**config.mk**
```make
export PLATFORM = sky130hd
export DESIGN_NAME = quad_serializer
export DESIGN_NICKNAME = d
export VERILOG_FILES = /design/src/rtl/quad_serializer.sv
export SDC_FILE = /design/constraint.sdc
export NUM_CORES = 1
export LEC_CHECK = 0
export ABC_AREA = 1
export CAP_MARGIN = 20
export CORE_AREA = 8 8 201 203
export CTS_CLUSTER_DIAMETER = 200
export DETAILED_ROUTE_END_ITERATION = 7
export DIE_AREA = 0 0 209 211
export HOLD_SLACK_MARGIN = 0.08
export PLACE_DENSITY_LB_ADDON = 0.08
export SYNTH_ARGS = -nofsm -noshare
export SYNTH_HDL_FRONTEND = slang
export SYNTH_SLANG_ARGS = --single-unit
```
**constraint.sdc**
```tcl
create_clock -name clk -period 7 [get_ports clk]
set_input_delay 1.4 -clock clk [delete_from_list [all_inputs] [get_ports clk]]
set_output_delay 1.4 -clock clk [all_outputs]
set_load 0.02 [all_outputs]
```
**src/rtl/quad_serializer.sv**
```systemverilog
// Buffers 4-pixel RGB quads from the shader and serializes them one pixel per
// transfer toward scanout, tracking raster position for SOF/EOL markers.
module quad_serializer #(
  parameter int unsigned DEPTH    = 4,
  parameter int unsigned H_ACTIVE = 640,
  parameter int unsigned V_ACTIVE = 480
) (
  input  logic                     clk,
  input  logic                     rst,
  input  logic [31:0]              R_quad,
  input  logic [31:0]              G_quad,
  input  logic [31:0]              B_quad,
  input  logic                     valid_in,
  input  logic                     sync_clear,
  input  logic                     pix_ready,
  output logic [7:0]               pix_r,
  output logic [7:0]               pix_g,
  output logic [7:0]               pix_b,
  output logic                     pix_valid,
  output logic                     pix_sof,
  output logic                     pix_eol,
  output logic                     almost_full,
  output logic                     overflow,
  output logic [$clog2(DEPTH):0]   fifo_count
);

  localparam int unsigned AW = $clog2(DEPTH);
  localparam int unsigned XW = (H_ACTIVE > 1) ? $clog2(H_ACTIVE) : 1;
  localparam int unsigned YW = (V_ACTIVE > 1) ? $clog2(V_ACTIVE) : 1;

  logic [95:0]   mem_q [DEPTH];
  logic [AW-1:0] wr_ptr_q, wr_ptr_d;
  logic [AW-1:0] rd_ptr_q, rd_ptr_d;
  logic [AW:0]   count_q, count_d;
  logic [1:0]    lane_q, lane_d;
  logic [XW-1:0] x_q, x_d;
  logic [YW-1:0] y_q, y_d;
  logic          ovf_q, ovf_d;

  logic          full, push, xfer, pop;
  logic [95:0]   head;

  always_comb begin
    full      = (count_q == (AW+1)'(DEPTH));
    push      = valid_in && !full && !sync_clear;
    pix_valid = (count_q != '0);
    xfer      = pix_valid && pix_ready;
    pop       = xfer && (lane_q == 2'd3);

    wr_ptr_d = wr_ptr_q;
    rd_ptr_d = rd_ptr_q;
    count_d  = count_q;
    lane_d   = lane_q;
    x_d      = x_q;
    y_d      = y_q;
    ovf_d    = ovf_q;

    if (sync_clear) begin
      wr_ptr_d = '0;
      rd_ptr_d = '0;
      count_d  = '0;
      lane_d   = '0;
      x_d      = '0;
      y_d      = '0;
      ovf_d    = 1'b0;
    end else begin
      // Fullness uses the pre-edge count, so a same-cycle pop cannot rescue a push.
      if (valid_in && full) ovf_d = 1'b1;
      if (push) wr_ptr_d = wr_ptr_q + 1'b1;
      if (pop)  rd_ptr_d = rd_ptr_q + 1'b1;
      count_d = count_q + (AW+1)'(push) - (AW+1)'(pop);
      if (xfer) begin
        lane_d = lane_q + 2'd1;
        if (x_q == XW'(H_ACTIVE - 1)) begin
          x_d = '0;
          y_d = (y_q == YW'(V_ACTIVE - 1)) ? '0 : y_q + 1'b1;
        end else begin
          x_d = x_q + 1'b1;
        end
      end
    end
  end

  always_ff @(posedge clk or posedge rst) begin
    if (rst) begin
      wr_ptr_q <= '0;
      rd_ptr_q <= '0;
      count_q  <= '0;
      lane_q   <= '0;
      x_q      <= '0;
      y_q      <= '0;
      ovf_q    <= 1'b0;
    end else begin
      wr_ptr_q <= wr_ptr_d;
      rd_ptr_q <= rd_ptr_d;
      count_q  <= count_d;
      lane_q   <= lane_d;
      x_q      <= x_d;
      y_q      <= y_d;
      ovf_q    <= ovf_d;
    end
  end

  always_ff @(posedge clk) begin
    if (push) mem_q[wr_ptr_q] <= {R_quad, G_quad, B_quad};
  end

  always_comb begin
    head  = mem_q[rd_ptr_q];
    pix_r = '0;
    pix_g = '0;
    pix_b = '0;
    // Gate with pix_valid so the unreset storage never leaks out while empty.
    if (pix_valid) begin
      case (lane_q)
        2'd0: begin pix_r = head[95:88]; pix_g = head[63:56]; pix_b = head[31:24]; end
        2'd1: begin pix_r = head[87:80]; pix_g = head[55:48]; pix_b = head[23:16]; end
        2'd2: begin pix_r = head[79:72]; pix_g = head[47:40]; pix_b = head[15:8];  end
        default: begin pix_r = head[71:64]; pix_g = head[39:32]; pix_b = head[7:0]; end
      endcase
    end
    pix_sof     = pix_valid && (x_q == '0) && (y_q == '0);
    pix_eol     = pix_valid && (x_q == XW'(H_ACTIVE - 1));
    almost_full = (count_q >= (AW+1)'(DEPTH - 1));
    overflow    = ovf_q;
    fifo_count  = count_q;
  end

endmodule

```
Word-level counts from Yosys, hierarchy flattened
Memories as Yosys holds them, arrays and structs flattened.
Index checks and enable logic that the tools add are counted.
{"block": "totals", "ff_bits": 29, "latchBits": 0, "ramBits": 384, "mem_bits_ro": 0, "input_bits": 101, "output_inout_bits": 32, "word_cells": 66, "n_memories": 1}
{"name": "mem_q", "words": 4, "width": 96, "rd": 1, "rd_ports_with_merged_regs": 0, "wr": 1, "line_no": "31", "source": "logic [95:0] mem_q [DEPTH];"}
{"block": "op_classes", "n_addsub": 7, "mul": 0, "div_mod_pow": 0, "order_cmp": 1, "n_eq_ne": 6, "n_shift": 0, "mux": 24, "n_bitwise": 0, "reduce_logical": 20}
{"op": "$pmux 8 s3", "n": 3}
{"op": "$mux 9", "n": 4}
{"op": "$mux 10", "n": 3}
{"op": "$mux 8", "n": 3}
{"op": "$mux 2", "n": 6}
{"op": "$add 10x1->10 const B", "n": 1}
{"op": "$eq 10x10->1 const B", "n": 1}
{"op": "$logic_not 10->1", "n": 1}
{"op": "$reduce_bool 2->1", "n": 5}
{"op": "$add 9x1->9 const B", "n": 1}
{"op": "$eq 9x9->1 const B", "n": 1}
{"op": "$logic_not 9->1", "n": 1}
{"op": "$logic_and 1x1->1", "n": 8}
{"op": "$add 2x1->2 const B", "n": 3}
{"op": "$eq 2x2->1 const B", "n": 2}
{"op": "$mux 1", "n": 4}
{"op": "$add 3x1->3", "n": 1}
{"op": "$eq 3x3->1 const B", "n": 1}
{"op": "$ge 3x2->1 const B", "n": 1}
{"op": "$mux 3", "n": 1}
{"op": "$reduce_bool 3->1", "n": 1}
{"op": "$sub 3x1->3", "n": 1}
{"op": "$eq 2x1->1 const B", "n": 1}
{"op": "$logic_not 1->1", "n": 2}
{"op": "2 further kinds", "n": 2}

Logic depth before layout (Yosys ltp)
{"block": "logic_depth", "ltp_word": 7, "ltp_mapped": 11, "ltp_nobuf": 11}

Worst setup path before layout
OpenSTA, ideal clock, no wires.
{"block": "synth_timing", "kind": "in2reg", "startpoint": "in sync_clear", "endpoint": "mem mem_q[0][0] (enable)", "setup_ns": 0.552, "arrival_ns": 5.933, "t_required_ns": 6.448, "path_slack_ns": 0.515, "path_stages": 4, "n_path_buf": 1, "cell_sequence": "buf_2 inv_1 nand3_1 nor2_1"}
{"block": "synth_via", "elab_chain_len": 4}
{"item": "start: declaration", "line_no": "14", "source": "input logic sync_clear,"}
{"item": "$logic_not 1->1", "line_no": "45", "source": "push = valid_in && !full && !sync_clear;"}
{"item": "$logic_and 1x1->1", "line_no": "45"}
{"item": "$mux 1", "line_no": "105", "source": "if (push) mem_q[wr_ptr_q] <= {R_quad, G_quad, B_quad};"}
{"item": "$mux 1 (implied by the code)", "line_no": "105"}
{"item": "end: declaration", "line_no": "31"}
No other way between the ends.

Worst setup path after layout
{"block": "layout_timing", "startpoint": "reg rd_ptr_q[0]", "endpoint": "out pix_b[4]"}
{"block": "layout_via", "elab_chain_len": 3}
{"item": "start: declaration", "line_no": "33", "source": "logic [AW-1:0] rd_ptr_q, rd_ptr_d;"}
{"item": "start signal: assignment", "line_no": "95", "source": "rd_ptr_q <= rd_ptr_d;"}
{"item": "$mem_v2 4x96"}
{"item": "$pmux 8 s3", "line_no": "115", "source": "case (lane_q)"}
{"item": "$mux 8", "line_no": "114", "source": "if (pix_valid) begin"}
{"item": "end: declaration", "line_no": "18", "source": "output logic [7:0] pix_b,"}
No other way between the ends.

==> flow_summary.json <==
{
  "finalNonFillerCells": 2368,
  "final-seq-area_um2": 12260,
  "die_area_um2": 44100,
  "clk_latency_ps": 570,
  "numCtsBuffers": 45,
  "area_delta_synth_final_pct": 17.44,
  "totalWireLength_mm": 45.63,
  "num_rows": 71,
  "post-synth-top-count-cell": "nand2_1",
  "finalWeightedCongestion": 0.8563,
  "detail_route.iter0.violations": 868,
  "final_core_util_pct": 56.87,
  "power.share.switching_pct": 23.11,
  "comb_power_share_pct": 8.4,
  "layout.nets": 1974,
  "maxCapViolations": 0,
  "clock_skew_ps": 21.33,
  "clk_root_buffer_cell": "clkbuf_16",
  "cts_post_setup_buffers_inserted": 0,
  "synth-main-ff-cell": "edfxtp_1",
  "dp_hpwl_mm": 27.89,
  "placedCellCount": 2282,
  "via_count_of_the_first_global_routing_pass": 12020,
  "drt-wirelength-per-cell_um": 19.27,
  "post-route-drc-count": 0,
  "cts_hold_buf": 0,
  "p_int_mw": 4.233,
  "grtUsageTotal_pct": 20.95,
  "buffer_ports.inserted": 132,
  "leakagePower_nw": 8.560,
  "p_clk_share_pct": 40.5,
  "cts_resized": 0,
  "netlist_instances": 1738,
  "vias_per_inst": 5.092,
  "grt_start_max_net_pins": 102,
  "synth_enable_flop_cells": 384,
  "worst-slew-pin-transition_ps": 1067,
  "fill_cells": 3169,
  "power_density_nw_per_um2": 260.7,
  "path_max_fanout": 71,
  "min_period_over_period_pct": 73.55,
  "initial_utilization_pct": 48.43,
  "hold_violations": 0,
  "fmax_ghz": 0.1942,
  "vias": 12060,
  "drt_pass1_iterations": 6,
  "syn_nets": 1856,
  "timing.setup.critical_path_class": "reg -> out",
  "library_cell_with_the_largest_summed_area_after_synthesis": "edfxtp_1",
  "tritoncts": "built",
  "cts-htree-levels": 2,
  "yosys_register_bits": 413,
  "synth_async_sr_flop_share_pct": 7.022,
  "post_synth.cell_area_avg_um2": 10.35,
  "boundaryPins": 133,
  "startpoint_type": "flip-flop",
  "multiInputGateArea_um2": 4484,
  "grt_first_pass_wirelength_mm": 70.95,
  "clock_sink_count": 413,
  "setup_viol_count_final": 0,
  "timing.final.crit_period_ps": 5149,
  "yosysUniqueCellTypes": 28,
  "p_total_mw": 5.505,
  "peakVddDrop_v": 0.0002004,
  "die_width_um": 209,
  "worst_hold_path_type": "reg -> reg",
  "yosys-top-cells-area": "edfxtp_1 64%, nand2_1 10%, nand3_1 4.8%",
  "synth.cells.most_frequent": "499 x nand2_1, 384 x edfxtp_1, 218 x inv_1",
  "cp.required_ps": 5600,
  "timing.setup.tns_ps": 0,
  "sequentialPowerShare_pct": 51.2,
  "synth.cell_area_um2": 17980,
  "max-slew-margin-rel_pct": 28.90,
  "clk_pin_slew_ps": 60,
  "critical_path_arrival_ps": 3750,
  "dieHeight_um": 211,
  "drtAntennaViolNets": 0,
  "synth.yosys.warnings": 0,
  "grt_setup_unrepaired": "false",
  "drive_above_1_share_pct": 5.130,
  "cts.path.max_buffers": 3,
  "seq_area_frac_synth_pct": 68.16,
  "yosys.area.top_type_share_pct": 64.12,
  "timing.final.max_slew_violations": 0,
  "power.net_switching_mw": 1.272,
  "crit_path_end_kind": "output port",
  "core_box_area_um2": 37130,
  "antenna_found_initial": 3,
  "status": "finished clean",
  "overflow_left_after_global_routing": 0
}
-- kinds of logic after synthesis --
logic type | Yosys count | synth area share [%]
AOI/OAI and AO/OA | 122 | 3.500
xor gates and xnor gates | 2 | 0.09742
adders and majority gates | 17 | 1.225
buffers and inverters | 300 | 7.076
DFF | 413 | 68.16
and+or+nand+nor | 884 | 19.95
-- power groups by stage --
stage          Combinational (mW)  Clock (mW)  Sequential [mW]
6_report                    0.462        2.23             2.82
2_1_floorplan               0.209           0             2.87
3_3_place_gp                0.462           0             2.87
5_1_grt                     0.508        2.37             2.82
4_1_cts                     0.468        2.28             2.82
3_5_place_dp                0.466           0             2.87
-- final cells by class --
type                    count  share of cell area, %
flip-flops and latches    413                  58.06
multi-input cells        1025                  21.23
clock buffers              55                  5.611
diodes                      3                0.03555
repair buffers            150                  7.346
well taps                 474                  2.808
clock inverters            27                 0.9538
inverters                 221                  3.952
-- cells in the final DEF, fill, tap and decap left out, drive strengths merged, types with 3 or more instances in the layout --
| master | count |
|---|---|
| dfrtp | 29 |
| clkinv | 23 |
| clkdlybuf4s50 | 132 |
| nand4 | 10 |
| edfxtp | 384 |
| ha | 16 |
| nor3 | 3 |
| nand2 | 503 |
| a21oi | 5 |
| nand3 | 172 |
| diode | 3 |
| inv | 222 |
| clkbuf | 55 |
| buf | 18 |
| nor2 | 195 |
| o21ai | 115 |
-- critical path, stage by stage (launching register included) --
cell,delay (ps)
dfrtp_4,670
inv_4,670
buf_4,490
nor2_1,80
o21ai_1,130
o21ai_0,150
nor2_1,260
clkdlybuf4s50_1,670
-- layer usage --
metal	GRT usage, %	up-vias	part of all wire, %
met3	3.783	69	5.5
li1	-	5919	-
met5	0	-	0.028
met2	34.69	305	48
met1	27.58	5764	44
met4	7.461	2	3.0
-- sequential cells by signal, summed over array words and instances (netlist names) --
register and cells:
lane_q 2, wr_ptr_q 2, overflow 1, rd_ptr_q 2
mem_q 384, fifo_count 3, x_q 10, y_q 9
-- path summary, 6_finish.rpt --
check,start,to,slack [ps],cells after the start
worst max-delay path,rd_ptr_q[0],pix_b[4],1850,7
worst min-delay path,overflow,overflow,530,2
worst max register to register,fifo_count[1],fifo_count[2],4010,11
worst min register to register,overflow,overflow,530,2
max in group asynchronous,rst,rd_ptr_q[1],5480,3
min in group asynchronous,rst,x_q[9],1210,3
-- metrics by stage --
stage | hold slack [ps] | instance area [µm²] | setup WS [ps]
after CTS | 534.5 | 21080 | 1751
final | 528.6 | 21120 | 1851
after global placement | 523.5 | 19700 | 2369
after global routing | 567.0 | 21120 | 1584
after floorplan | 492.6 | 17980 | 515.3
after detailed placement | 525.7 | 19700 | 2338
(Power assumes the default switching activity.)
==> RTL change 1: new RTL, same flow settings <==
The parameter `H_ACTIVE` goes from 640 to 1280.
--- a/src/rtl/quad_serializer.sv
+++ b/src/rtl/quad_serializer.sv
@@ -4,3 +4,3 @@
   parameter int unsigned DEPTH    = 4,
-  parameter int unsigned H_ACTIVE = 640,
+  parameter int unsigned H_ACTIVE = 1280,
   parameter int unsigned V_ACTIVE = 480
Formal check against the unedited RTL: no difference found for any inputs over 4 cycles, from zero or initial values and one cycle with rst high; that may be too few to reach the edited logic, so the function may still have changed.
==> RTL change 1 against the original RTL <==
Final area decreased by 1.2%; synthesized area decreased by 1.4%; largest power group unchanged; worst hold slack got worse by 0.0095 ns; routed wire length increased by 0.13%; clock skew increased by 0.0024 ns; setup slack got worse by 0.25 ns; sequential cell count increased by 1; critical path type unchanged; power decreased by 0.81%; final cell count decreased by 1.8%.
==> RTL change 1: results (changes against the original RTL) <==
outcome: "complete, no violations"
synth.area.top_cells: "edfxtp_1 (65%), nand2_1 (13%), dfrtp_1 (4.2%), nor2_1 (4.1%), nand3_1 (3.4%)"
hpwlAfterDp_um: 28610  # +2.6%
grt_pass1_wl_um: 70530  # -0.59%
yosysSeqAreaShare_pct: 69.24  # +1.1 points
syn-num-nets: 1813  # -2.3%
gp_congestion: 0.8228  # -3.9%
tightest_slew_ns: 1.055  # -0.01119 ns
irDropWorstVdd_v: 0.0001775  # -11%
hp-start: "x_q[9]$_DFFE_PP0P_"
power_leakage_nw: 8.249  # -3.6%
pre_cts_ws_ns: 2.190  # -0.1482 ns
drt-vias-per-instance: 5.173  # +1.6%
layout-drive-gt1-share_pct: 5.400  # +0.27 points
drt_iter0_markers: 984  # +13%
grt_start_max_net_pins: 93  # -8.8%
yosys-top-cells-count: "nand2_1 (595), edfxtp_1 (384), nor2_1 (196)"
antenna_found_initial: 0  # -3
synth_compound_area_share_pct: 3.506  # +0.0061 points
reg_top3: "mem_q x384, x_q x11, y_q x9"
grt_util_all_layers_pct: 20.81  # -0.14 points
n_fill_cell: 3216  # +1.5%
antenna_cells: 0  # -3
critPathArrivalTime_ns: 4.00  # +0.25 ns
synthXorXnorAreaFrac_pct: 0.1975  # +0.10 points
grt_pass1_vias: 11820  # -1.7%
async_flop_share_pct: 7.246  # +0.22 points
clock_skew_ns: 0.02377  # +0.002445 ns
numCtsBuffers: 44  # -2.2%
## RTL change 1: changes by cell type after synthesis, moves of 8 or more
| cell | unedited run | this run |
|---|---|---|
| inv_1 | 218 | 121 |
| nand2_1 | 499 | 595 |
| nand3_1 | 171 | 121 |
| buf_2 | 25 | 36 |
| o21ai_0 | 94 | 104 |
| buf_6 | 11 | 3 |
## RTL change 1: final cells by class
type	instances	share of cell area [%]
Inverter	125	2.266
Tap cell	474	2.842
Clock inverter	20	0.8514
Sequential cell	414	58.89
Timing Repair Buffer	158	7.387
Multi-Input combinational cell	1077	22.13
Clock buffer	58	5.630
## RTL change 1: path summary, 6_finish.rpt
path | end | slack (ns) | cells after the start
setup / recovery | pix_r[3] | 1.60 | 10
hold / removal | x_q[9]$_DFFE_PP0P_ | 0.52 | 2
setup reg to reg | fifo_count[2]$_DFF_PP0_ | 3.94 | 11
hold reg to reg | x_q[9]$_DFFE_PP0P_ | 0.52 | 2
max in group asynchronous | rd_ptr_q[0]$_DFFE_PP0P_ | 5.43 | 3
min in group asynchronous | x_q[9]$_DFFE_PP0P_ | 1.24 | 3
## RTL change 1: through the flow
stage          std cells  hold WS [ns]  util (%)  area, um2  total power, mW
4_1_cts             2326        0.5201     56.20      20870            5.517
2_1_floorplan       1695        0.4715         -      17740            3.057
3_5_place_dp        2248        0.5057     52.55      19520            3.301
6_report            2326        0.5192     56.20      20870            5.461
3_3_place_gp        2248        0.5037     52.55      19520            3.297
5_1_grt             2326        0.5567     56.20      20870            5.646
## RTL change 1: logic make-up (layout without fill, tap and decap cells)
| family | after synthesis | after routing |
|---|---|---|
| AO/OA/AOI/OAI | 123 | 123 |
| XOR/XNOR | 4 | 4 |
| adder cells (fa/ha/maj) | 17 | 17 |
| buffers and inverters | 204 | 361 |
| flip-flops | 414 | 414 |
| AND/OR/NAND/NOR | 933 | 933 |
## RTL change 1: power breakdown
part,switching (mW),internal [mW],leakage (nW)
Combinational,0.284,0.151,3.69
Clock,0.926,1.29,0.662
Sequential,0.0231,2.79,3.90
## RTL change 1: critical path, stage by stage, from the launching register on
cell and delay [ns]:
dfrtp_4 0.73, inv_4 0.76, buf_12 0.33, buf_4 0.29, nand2_1 0.07, nand3_1 0.07
nand3_1 0.08, nand2_1 0.07, nor2_1 0.04, nor2_1 0.16, clkdlybuf4s50_1 0.65
## RTL change 1: metal layers
layer	global-route usage, %	routed length, um
met4	9.210	1864
met5	0	0
met1	29.15	20410
met3	3.412	3016
met2	31.84	20400
==> RTL change 2: new RTL, same flow settings <==
Without the edit above. Take the reset off `x_q` and load it in a clocked block of its own.
--- a/src/rtl/quad_serializer.sv
+++ b/src/rtl/quad_serializer.sv
@@ -89,3 +89,2 @@
       lane_q   <= '0;
-      x_q      <= '0;
       y_q      <= '0;
@@ -97,3 +96,2 @@
       lane_q   <= lane_d;
-      x_q      <= x_d;
       y_q      <= y_d;
@@ -101,2 +99,6 @@
     end
+  end
+
+  always_ff @(posedge clk) begin
+    x_q <= x_d;
   end
Function: changed (a bounded check fails within 10 cycles, from zero or initial values and one cycle with rst high; the reset may be asserted at any time).
==> RTL change 2 against the original RTL <==
Global-route usage fell by 0.22 points; synthesized area down 0.47%; worst hold slack improved by 0.0068 ns; final area shrank 0.72%; routed wire length increased by 0.32%; power down 1.0%; setup slack lost 0.16 ns; non-clock buffer count increased by 1; sequential cell count stayed put; first-iteration DRC count grew 16%; critical path type unchanged; critical endpoint is now pix_r[4].
==> RTL change 2: results (changes against the original RTL) <==
rrSetupSlack_ns: 4.35  # +0.34 ns
antenna_cells: 2  # -1
hpwlAfterDp_um: 27830  # -0.24%
drt_iter0_markers: 1003  # +16%
clock_skew_ns: 0.01445  # -0.006877 ns
hp-start: "x_q[4]$_SDFFE_PP0P_"
antenna_found_initial: 3  # unchanged
grt_util_all_layers_pct: 20.73  # -0.22 points
crit_slowest_cell: "buf_4"
synth_area_per_cell_um2: 10.33  # -0.13%
tightest_slew_ns: 1.061  # -0.005685 ns
seq_area_share_pct: 58.24  # +0.18 points
n_clock_buffer: 57  # +3.6%
gp_congestion: 0.8115  # -5.2%
synthCells: 1732  # -0.35%
synthAdderAreaFrac_pct: 1.230  # +0.0058 points
drt-pass1-iter-count: 5  # -1
power_leakage_nw: 8.460  # -1.2%
n_fill_cell: 3209  # +1.3%
rr_endpoint: "mem_q[1][76]$_DFFE_PP_"
numCtsBuffers: 45  # unchanged
layout-drive-gt1-share_pct: 4.727  # -0.40 points
synthXorXnorAreaFrac_pct: 0.1957  # +0.098 points
crit_path_max_incr_delay_ns: 0.89  # +0.22 ns
grt_pass1_wl_um: 70360  # -0.84%
clock_cell_area_share_pct: 6.463  # -0.10 points
pre_cts_ws_ns: 2.184  # -0.1544 ns
rr_worst_depth: 5  # -6
worst-path-stages: 6  # -1
synth_cell_type_count: 31  # +11%
yosysSeqAreaShare_pct: 68.20  # about the same
fin_util_pct: 56.46  # -0.41 points
fin_cells: 2359  # -0.38%
async_flop_share_pct: 4.600  # -2.4 points
drt-vias-per-instance: 5.164  # +1.4%
layout_setup_ws_ns: 1.687  # -0.1643 ns
design.seq.count: 413  # unchanged
crit_end: "pix_r[4]"
dp.cells: 2276  # -0.26%
synth.area.top_cells: "edfxtp_1 (64%), nand2_1 (10%), nand3_1 (4.7%), inv_1 (4.5%), nor2_1 (4.2%)"
synth_compound_area_share_pct: 3.425  # -0.074 points
whs_endpoint: "x_q[4]$_SDFFE_PP0P_"
irDropWorstVdd_v: 0.0001968  # -1.8%
multi_input_cells: 1024  # -0.098%
whs_ns: 0.5354  # +0.006763 ns
multi_input_area_mm2: 0.004469  # -0.33%
nonClockInverterCount: 215  # -2.7%
dpl_cell_area_mm2: 0.01958  # -0.60%
outcome: "complete, no violations"
yosys-top-cells-count: "nand2_1 (495), edfxtp_1 (384), inv_1 (213)"
syn-num-nets: 1850  # -0.32%
wire_per_inst_um: 19.40  # +0.71%
worstPathMaxFanout: 101  # +42%
[RTL change 2: cell count changes in the layout (fill, tap and decap cells not counted), sizes merged, moves of 3 or more]
cell / change
dfrtp: -10
dfxtp: +10
inv: -6
nand2: -6
nor2: +6
clkinv: -4
nand3: -4
o21ai: -3
[RTL change 2: cells by family after synthesis]
group / Yosys count
AND/OR/NAND/NOR: 882
buffers and inverters: 295
flip-flops: 413
XOR/XNOR: 4
adder cells (fa/ha/maj): 17
AO/OA/AOI/OAI: 121
[RTL change 2: where the power goes]
part	total (mW)	internal [mW]	leakage [nW]	switching (mW)
clock network	2.22	1.29	0.665	0.931
logic	0.429	0.150	3.97	0.279
registers	2.80	2.78	3.82	0.0201
[RTL change 2: metal layers]
layer  share of wire (%)  vias to the layer above  wire length, um  GRT usage [%]
li1                    -                     5912                -              -
met1                  45                     5845            20610          28.39
met2                  46                      359            21270          33.28
met3                 5.8                       67             2663          3.828
met4                 2.7                        0             1238          6.731
met5                   0                        -                0              0
